## src/rtl/fft_pingpong_ram.sv

```systemverilog
// Two-bank ping-pong sample buffer with EMPTY/FULL ownership tracking per bank.
// Optional `FFT_PP_BITREV_EN: bank-internal read address is the bit-reversed rd_addr.
module fft_pingpong_ram #(
  parameter int unsigned DATA_W = 32,
  parameter int unsigned ADDR_W = 6
) (
  input  logic              clk,
  input  logic              reset,
  input  logic              wr_en,
  input  logic [ADDR_W-1:0] wr_addr,
  input  logic [DATA_W-1:0] wr_data,
  input  logic              wr_done,
  output logic              wr_ready,
  input  logic              rd_en,
  input  logic [ADDR_W-1:0] rd_addr,
  input  logic              rd_done,
  output logic              rd_ready,
  output logic [DATA_W-1:0] rd_data,
  output logic              rd_valid,
  output logic              err
);

  localparam int unsigned DEPTH = 2 ** (ADDR_W + 1);

  typedef enum logic {
    BANK_EMPTY = 1'b0,
    BANK_FULL  = 1'b1
  } bank_st_t;

  bank_st_t          r_bank_st [2];
  bank_st_t          w_bank_st_nxt [2];
  logic              r_wr_bank;
  logic              r_rd_bank;
  logic [DATA_W-1:0] r_rd_data;
  logic              r_rd_valid;
  logic              r_err;

  logic [DATA_W-1:0] r_mem [DEPTH];

  logic              w_wr_ready;
  logic              w_rd_ready;
  logic              w_wr_acc;
  logic              w_wr_close;
  logic              w_rd_acc;
  logic              w_rd_close;
  logic              w_err_evt;
  logic [ADDR_W-1:0] w_rd_addr_phys;

  assign w_wr_ready = (r_bank_st[r_wr_bank] == BANK_EMPTY);
  assign w_rd_ready = (r_bank_st[r_rd_bank] == BANK_FULL);

  assign w_wr_acc   = wr_en   & w_wr_ready;
  assign w_wr_close = wr_done & w_wr_ready;
  assign w_rd_acc   = rd_en   & w_rd_ready;
  assign w_rd_close = rd_done & w_rd_ready;

  assign w_err_evt  = ((wr_en | wr_done) & ~w_wr_ready) |
                      ((rd_en | rd_done) & ~w_rd_ready);

`ifdef FFT_PP_BITREV_EN
  always_comb begin
    w_rd_addr_phys = '0;
    for (int unsigned i = 0; i < ADDR_W; i++) begin
      w_rd_addr_phys[i] = rd_addr[ADDR_W-1-i];
    end
  end
`else
  assign w_rd_addr_phys = rd_addr;
`endif

  // Both closes can fire together; when both are legal they target different banks.
  always_comb begin
    w_bank_st_nxt[0] = r_bank_st[0];
    w_bank_st_nxt[1] = r_bank_st[1];
    if (w_wr_close) begin
      w_bank_st_nxt[r_wr_bank] = BANK_FULL;
    end
    if (w_rd_close) begin
      w_bank_st_nxt[r_rd_bank] = BANK_EMPTY;
    end
  end

  always_ff @(posedge clk) begin
    if (reset) begin
      r_bank_st[0] <= BANK_EMPTY;
      r_bank_st[1] <= BANK_EMPTY;
      r_wr_bank    <= 1'b0;
      r_rd_bank    <= 1'b0;
      r_rd_valid   <= 1'b0;
      r_err        <= 1'b0;
    end else begin
      r_bank_st[0] <= w_bank_st_nxt[0];
      r_bank_st[1] <= w_bank_st_nxt[1];
      if (w_wr_close) begin
        r_wr_bank <= ~r_wr_bank;
      end
      if (w_rd_close) begin
        r_rd_bank <= ~r_rd_bank;
      end
      r_rd_valid <= w_rd_acc;
      r_err      <= r_err | w_err_evt;
    end
  end

  // Storage stays reset-free so it maps onto block RAM.
  always_ff @(posedge clk) begin
    if (w_wr_acc) begin
      r_mem[{r_wr_bank, wr_addr}] <= wr_data;
    end
  end

  always_ff @(posedge clk) begin
    if (reset) begin
      r_rd_data <= '0;
    end else if (w_rd_acc) begin
      r_rd_data <= r_mem[{r_rd_bank, w_rd_addr_phys}];
    end
  end

  assign wr_ready = w_wr_ready;
  assign rd_ready = w_rd_ready;
  assign rd_data  = r_rd_data;
  assign rd_valid = r_rd_valid;
  assign err      = r_err;

endmodule
```

## config.mk

```make
export PLATFORM = sky130hd
export DESIGN_NAME = fft_pingpong_ram
export DESIGN_NICKNAME = d
export VERILOG_FILES = /design/src/rtl/fft_pingpong_ram.sv
export SDC_FILE = /design/constraint.sdc
export NUM_CORES = 2
export LEC_CHECK = 0
export BUFFER_PORTS_ARGS = -buffer_cell sky130_fd_sc_hd__buf_4
export CAP_MARGIN = 20
export CORE_UTILIZATION = 50
export CTS_BUF_LIST = sky130_fd_sc_hd__clkbuf_4 sky130_fd_sc_hd__clkbuf_8
export DETAILED_ROUTE_END_ITERATION = 6
export GPL_ROUTABILITY_DRIVEN = 0
export PLACE_DENSITY = 0.65
export SLEW_MARGIN = 20
export SYNTH_ARGS = -nofsm -noshare
export SYNTH_HDL_FRONTEND = slang
export SYNTH_MEMORY_MAX_BITS = 65536
export SYNTH_SLANG_ARGS = --single-unit
```

## constraint.sdc

```tcl
create_clock -name clk -period 7.1 [get_ports clk]
set_input_delay 0.355 -clock clk [delete_from_list [all_inputs] [get_ports clk]]
set_output_delay 0.355 -clock clk [all_outputs]
set_load 0.02 [all_outputs]
```

After elaboration in Yosys (flattened, before gate mapping)
Memory sizes are Yosys's and may differ from the RTL's. A register that Yosys moved wholly into a read port is not among the register bits.
Cells that the tools add are included.
Word-level totals
  word-level logic and storage cells: 50
  memories kept: 2
  register bits after elaboration: 4
  output and inout bits: 36
  input port bits: 50
  bits in writable memories: 4098
Operators by class
  reductions and logical operators: 2
  bitwise logic cells: 21
  order comparisons: 4
  multiplexer cells: 17
Memories
  r_mem: depth 128, bits a word 32, rd ports 1, clocked after memory_dff 1, wr ports 1, RTL line 38  | logic [DATA_W-1:0] r_mem [DEPTH];
  r_bank_st: depth 2, bits a word 1, rd ports 4, clocked after memory_dff 2, wr ports 2, RTL line 30  | bank_st_t r_bank_st [2];
Operator list (count)
  2-to-1 mux 1 bit: 13
  AND 1 bit: 6
  OR 1 bit: 6
  >= comparator 2 bit (second input constant): 2
  less-than comparator 2 x 1 -> 1 bit (second input constant): 2
  2-to-1 mux 2 bit: 2
  inverter 1 bit: 4
  inverter 1 -> 2 bit: 2
  AND 2 bit: 1
  demux 1 bit (select 1 bit): 2
  logical AND 1 bit: 2
  inverter 2 bit: 1
  OR 2 bit: 1

Depth between registers and ports, before layout
  depth in word-level cells: 10
  gate-level depth with buffers: 12
  gate-level depth less buffers: 6

Worst setup path after synthesis
No wires, ideal clock.
  kind: reg2reg
  start: register (tool-made name)
  end: memory r_mem[108][0], enable pin
  data arrival time: 3.040 ns
  buffers on the path: 1
  period minus slack after synthesis: 3.461 ns
  stages on the path, launching flop included: 7
  setup time: 0.421 ns
  slack: 3.639 ns
  cells stage by stage: dfxtp_1 mux2i_1 nand2_1 nor2_1 nand3b_1 clkbuf_1 nor2_1
RTL lines (RTL line)
  end, declared: 38

==> flow_summary.json <==
{
  "hold_path_class": "in2reg",
  "coreArea_um2": 313000,
  "cts_buffers": 646,
  "leftover_overflow_at_the_end_of_global_routing": 0,
  "cp_max_fo": 65,
  "drc": 2,
  "fp.dieArea_um2": 318000,
  "tritoncts_clock_tree": "yes",
  "timing.final.crit_share_pct": 57.6,
  "detailedRoute.firstPassIterationCount": 7,
  "die_x_um": 564,
  "critPathArrivalTime_ns": 5.12,
  "row_count": 205,
  "globalRoute.busiestLayer": "met2",
  "synthFlopType": "sky130_fd_sc_hd__edfxtp_1",
  "boundary_pins": 86,
  "route.detailed.wl_per_inst_um": 36.5,
  "portBuffers": 85,
  "yosys.cell_types.count": 55,
  "antenna_found_initial": 40,
  "postSynthCellCount": 7213,
  "rsz_0062_raised_after_global_routing": "false",
  "postSynthAreaPerCell_um2": 21.9,
  "fin_nets": 7942,
  "min_path_cells": 4,
  "hold-worst-slack_ns": 0.127,
  "violation_count_after_the_first_detailed_routing_iteration": 12071,
  "dp.final_hpwl_um": 268000,
  "clock_tree.htree_level_count": 6,
  "startpoint_kind_of_the_worst_setup_timing_path": "primary input",
  "setup.worst_path.end_class": "flop",
  "skew_ns": 0.0922,
  "drv_cap": 0,
  "synth_seq_cells": 4136,
  "route.detailed.vias_per_inst": 6.52,
  "outcome": "complete, but fails checks",
  "hold_fix_buffer_count_after_cts": 44,
  "final_antenna_net_count": 0,
  "tns_ns": 0,
  "max-vdd-ir-drop_v": 0.000172,
  "max_clock_freq_mhz": 245,
  "maxSlewViolCount": 0,
  "grt_pass1_wl_um": 630000,
  "first_global_vias": 80560,
  "period_needed_ns": 4.09,
  "worst_r2r_path_depth": 7,
  "area_growth_pct": 13.1,
  "max-clock-path-buffers": 4,
  "grt_max_degree": 132,
  "power_density_nw_per_um2": 279,
  "maxSlewHeadroom_pct": 14.2,
  "failing_checks": "DRC",
  "synth_enable_flop_cells": 4096,
  "vias": 81788,
  "postSynth.asyncResetShare_pct": 0,
  "met2_usage_pct": 43.5,
  "initial_core_util_pct": 50.4,
  "worst_pin_slew_ns": 1.29,
  "power.static_leakage_uw": 0.0564,
  "grt_use_total_pct": 28.7,
  "syn-cell-area_um2": 158000,
  "fp.dieH_um": 564,
  "synth.yosys.seq_area_share_pct": 78.5,
  "use_met3_pct": 7.08,
  "critPathRequiredTime_ns": 8.13,
  "cts.sink_count": 4136,
  "layout-drive-gt1-share_pct": 29.6,
  "final_hold_viol_count": 0,
  "report.final.setup_viol": 0,
  "clockRootBuffer": "sky130_fd_sc_hd__clkbuf_8",
  "post_cts.repair.setup_buffers": 0,
  "nFillCells": 22790,
  "clock_insertion_delay_worst_skew_ns": 1.23,
  "post_cts_resize_count": 0,
  "grt_util_met1_pct": 39.2,
  "detailed_route_wl_um": 458000,
  "mappedNetlistNets": 7263,
  "cts.clk_slew.worst_paths_ns": 0.06,
  "ys_warn_count": 0,
  "crit_type": "in2reg"
}
cell usage after synthesis (all sizes together) (4+ instances only):
cell | count | area share [%]
a2111oi | 11 | 0.061
a211o | 5 | 0.028
a211oi | 72 | 0.34
a21oi | 127 | 0.40
a221oi | 7 | 0.039
a22o | 16 | 0.089
a22oi | 264 | 1.3
a311oi | 9 | 0.050
a31oi | 31 | 0.12
a32oi | 4 | 0.022
and2 | 16 | 0.063
and3 | 4 | 0.016
buf | 244 | 1.1
clkbuf | 167 | 0.40
dfxtp | 40 | 0.51
edfxtp | 4096 | 78
inv | 6 | 0.014
mux2 | 30 | 0.21
mux2i | 422 | 2.7
mux4 | 832 | 12
nand2 | 132 | 0.31
nand2b | 16 | 0.063
nand3 | 73 | 0.23
nand3b | 8 | 0.038
nand4 | 7 | 0.028
nor2 | 215 | 0.51
nor2b | 17 | 0.067
nor3 | 37 | 0.12
nor4 | 11 | 0.044
o2111ai | 5 | 0.028
o211ai | 33 | 0.16
o21ai | 46 | 0.15
o21bai | 7 | 0.033
o221ai | 39 | 0.22
o22ai | 114 | 0.45
o311ai | 6 | 0.033
o31ai | 16 | 0.076
or2 | 4 | 0.016
or4 | 6 | 0.029
final timing paths:
kind / startpoint / endpoint / slack, ns
setup / recovery: rd_addr[2] / rd_data[25]$_SDFFE_PP0P_ / 3.01
hold / removal: wr_addr[5] / r_mem[62][19]$_DFFE_PP_ / 0.13
setup reg to reg: flop / r_mem[42][18]$_DFFE_PP_ / 3.17
hold reg to reg: rd_data[26]$_SDFFE_PP0P_ / rd_data[26]$_SDFFE_PP0P_ / 0.48
worst max-delay path: stages:
cell and delay, ns:
sky130_fd_sc_hd__dlygate4sd3_1 0.56, sky130_fd_sc_hd__buf_8 0.29, sky130_fd_sc_hd__buf_12 0.41, sky130_fd_sc_hd__buf_4 0.50
sky130_fd_sc_hd__or2_2 0.48, sky130_fd_sc_hd__buf_4 0.37, sky130_fd_sc_hd__o221ai_1 0.17, sky130_fd_sc_hd__a21oi_1 0.30
sky130_fd_sc_hd__a311oi_2 0.18, sky130_fd_sc_hd__o211ai_1 1.00, sky130_fd_sc_hd__o221ai_1 0.28
sequential cells by signal, indices dropped and copies added (netlist names), named ones only:
| signal | flops |
|---|---|
| r_mem | 4096 |
| r_wr_bank | 1 |
| err | 1 |
| rd_data | 32 |
| r_bank_st | 2 |
| r_rd_bank | 1 |
| rd_valid | 1 |
stage by stage:
stage / instance area, um^2 / util, % / setup slack, ns / total power (uW) / cells
floorplan: 158000 / - / 3.64 / 28800 / 7213
global placement: 165000 / 52.6 / 2.03 / 30300 / 11317
detailed placement: 165000 / 52.8 / 2.41 / 30400 / 11340
CTS: 178000 / 57.0 / 3.27 / 49900 / 12526
global route: 178000 / 57.0 / 3.08 / 51000 / 12527
finish: 178000 / 57.0 / 3.01 / 49800 / 12545
power breakdown:
group | internal [uW] | leakage, uW | switching, uW
logic | 861 | 0.0126 | 2050
registers | 26900 | 0.0371 | 110
clock network | 10200 | 0.00672 | 9560
cells in the final DEF (no fill, tap or decap), types with 9 or more instances in the layout:
| cell | count |
|---|---|
| sky130_fd_sc_hd__a211oi_1 | 61 |
| sky130_fd_sc_hd__a211oi_2 | 9 |
| sky130_fd_sc_hd__a21oi_1 | 119 |
| sky130_fd_sc_hd__a22o_1 | 16 |
| sky130_fd_sc_hd__a22oi_1 | 264 |
| sky130_fd_sc_hd__a31oi_1 | 31 |
| sky130_fd_sc_hd__and2_1 | 11 |
| sky130_fd_sc_hd__buf_12 | 22 |
| sky130_fd_sc_hd__buf_4 | 363 |
| sky130_fd_sc_hd__clkbuf_4 | 229 |
| sky130_fd_sc_hd__clkbuf_8 | 652 |
| sky130_fd_sc_hd__clkinv_1 | 134 |
| sky130_fd_sc_hd__clkinv_2 | 59 |
| sky130_fd_sc_hd__clkinv_8 | 11 |
| sky130_fd_sc_hd__dfxtp_1 | 40 |
| sky130_fd_sc_hd__diode_2 | 19 |
| sky130_fd_sc_hd__dlygate4sd3_1 | 44 |
| sky130_fd_sc_hd__edfxtp_1 | 4096 |
| sky130_fd_sc_hd__inv_12 | 24 |
| sky130_fd_sc_hd__inv_16 | 9 |
| sky130_fd_sc_hd__mux2_2 | 30 |
| sky130_fd_sc_hd__mux2i_1 | 421 |
| sky130_fd_sc_hd__mux4_2 | 832 |
| sky130_fd_sc_hd__nand2_1 | 129 |
| sky130_fd_sc_hd__nand2b_1 | 14 |
| sky130_fd_sc_hd__nand3_1 | 71 |
| sky130_fd_sc_hd__nor2_1 | 83 |
| sky130_fd_sc_hd__nor2_4 | 129 |
| sky130_fd_sc_hd__nor2b_1 | 10 |
| sky130_fd_sc_hd__nor3_1 | 26 |
| sky130_fd_sc_hd__nor3_2 | 10 |
| sky130_fd_sc_hd__o211ai_1 | 33 |
| sky130_fd_sc_hd__o21ai_0 | 45 |
| sky130_fd_sc_hd__o221ai_1 | 39 |
| sky130_fd_sc_hd__o22ai_1 | 114 |
| sky130_fd_sc_hd__o31ai_1 | 12 |
cell families after synthesis:
| group | after synthesis | synth area share, % |
|---|---|---|
| AO/OA/AOI/OAI | 824 | 3.62 |
| XOR/XNOR | 2 | 0.0111 |
| buffers and inverters | 417 | 1.52 |
| flip-flops | 4136 | 78.5 |
| multiplexers | 1284 | 14.8 |
| AND/OR/NAND/NOR | 550 | 1.56 |
cell type report:
class,count,area [um^2],area share [%]
Sequential cell,4136,124000,69.4
Multi-Input combinational cell,2660,32900,18.4
Clock buffer,881,10700,5.99
Tap cell,4140,5180,2.90
Timing Repair Buffer,442,3800,2.13
Clock inverter,261,1980,1.11
Antenna cell,19,47.5,0.0267
Inverter,6,22.5,0.0126
metal layers:
layer  vias to the layer above  routed length [um]
met5                         -                  78
met4                        12               24600
met3                       878               52700
met2                      5275              210000
met1                     43561              171000
li1                      32062                   -
No activity file was read; power rests on OpenSTA's default activity.
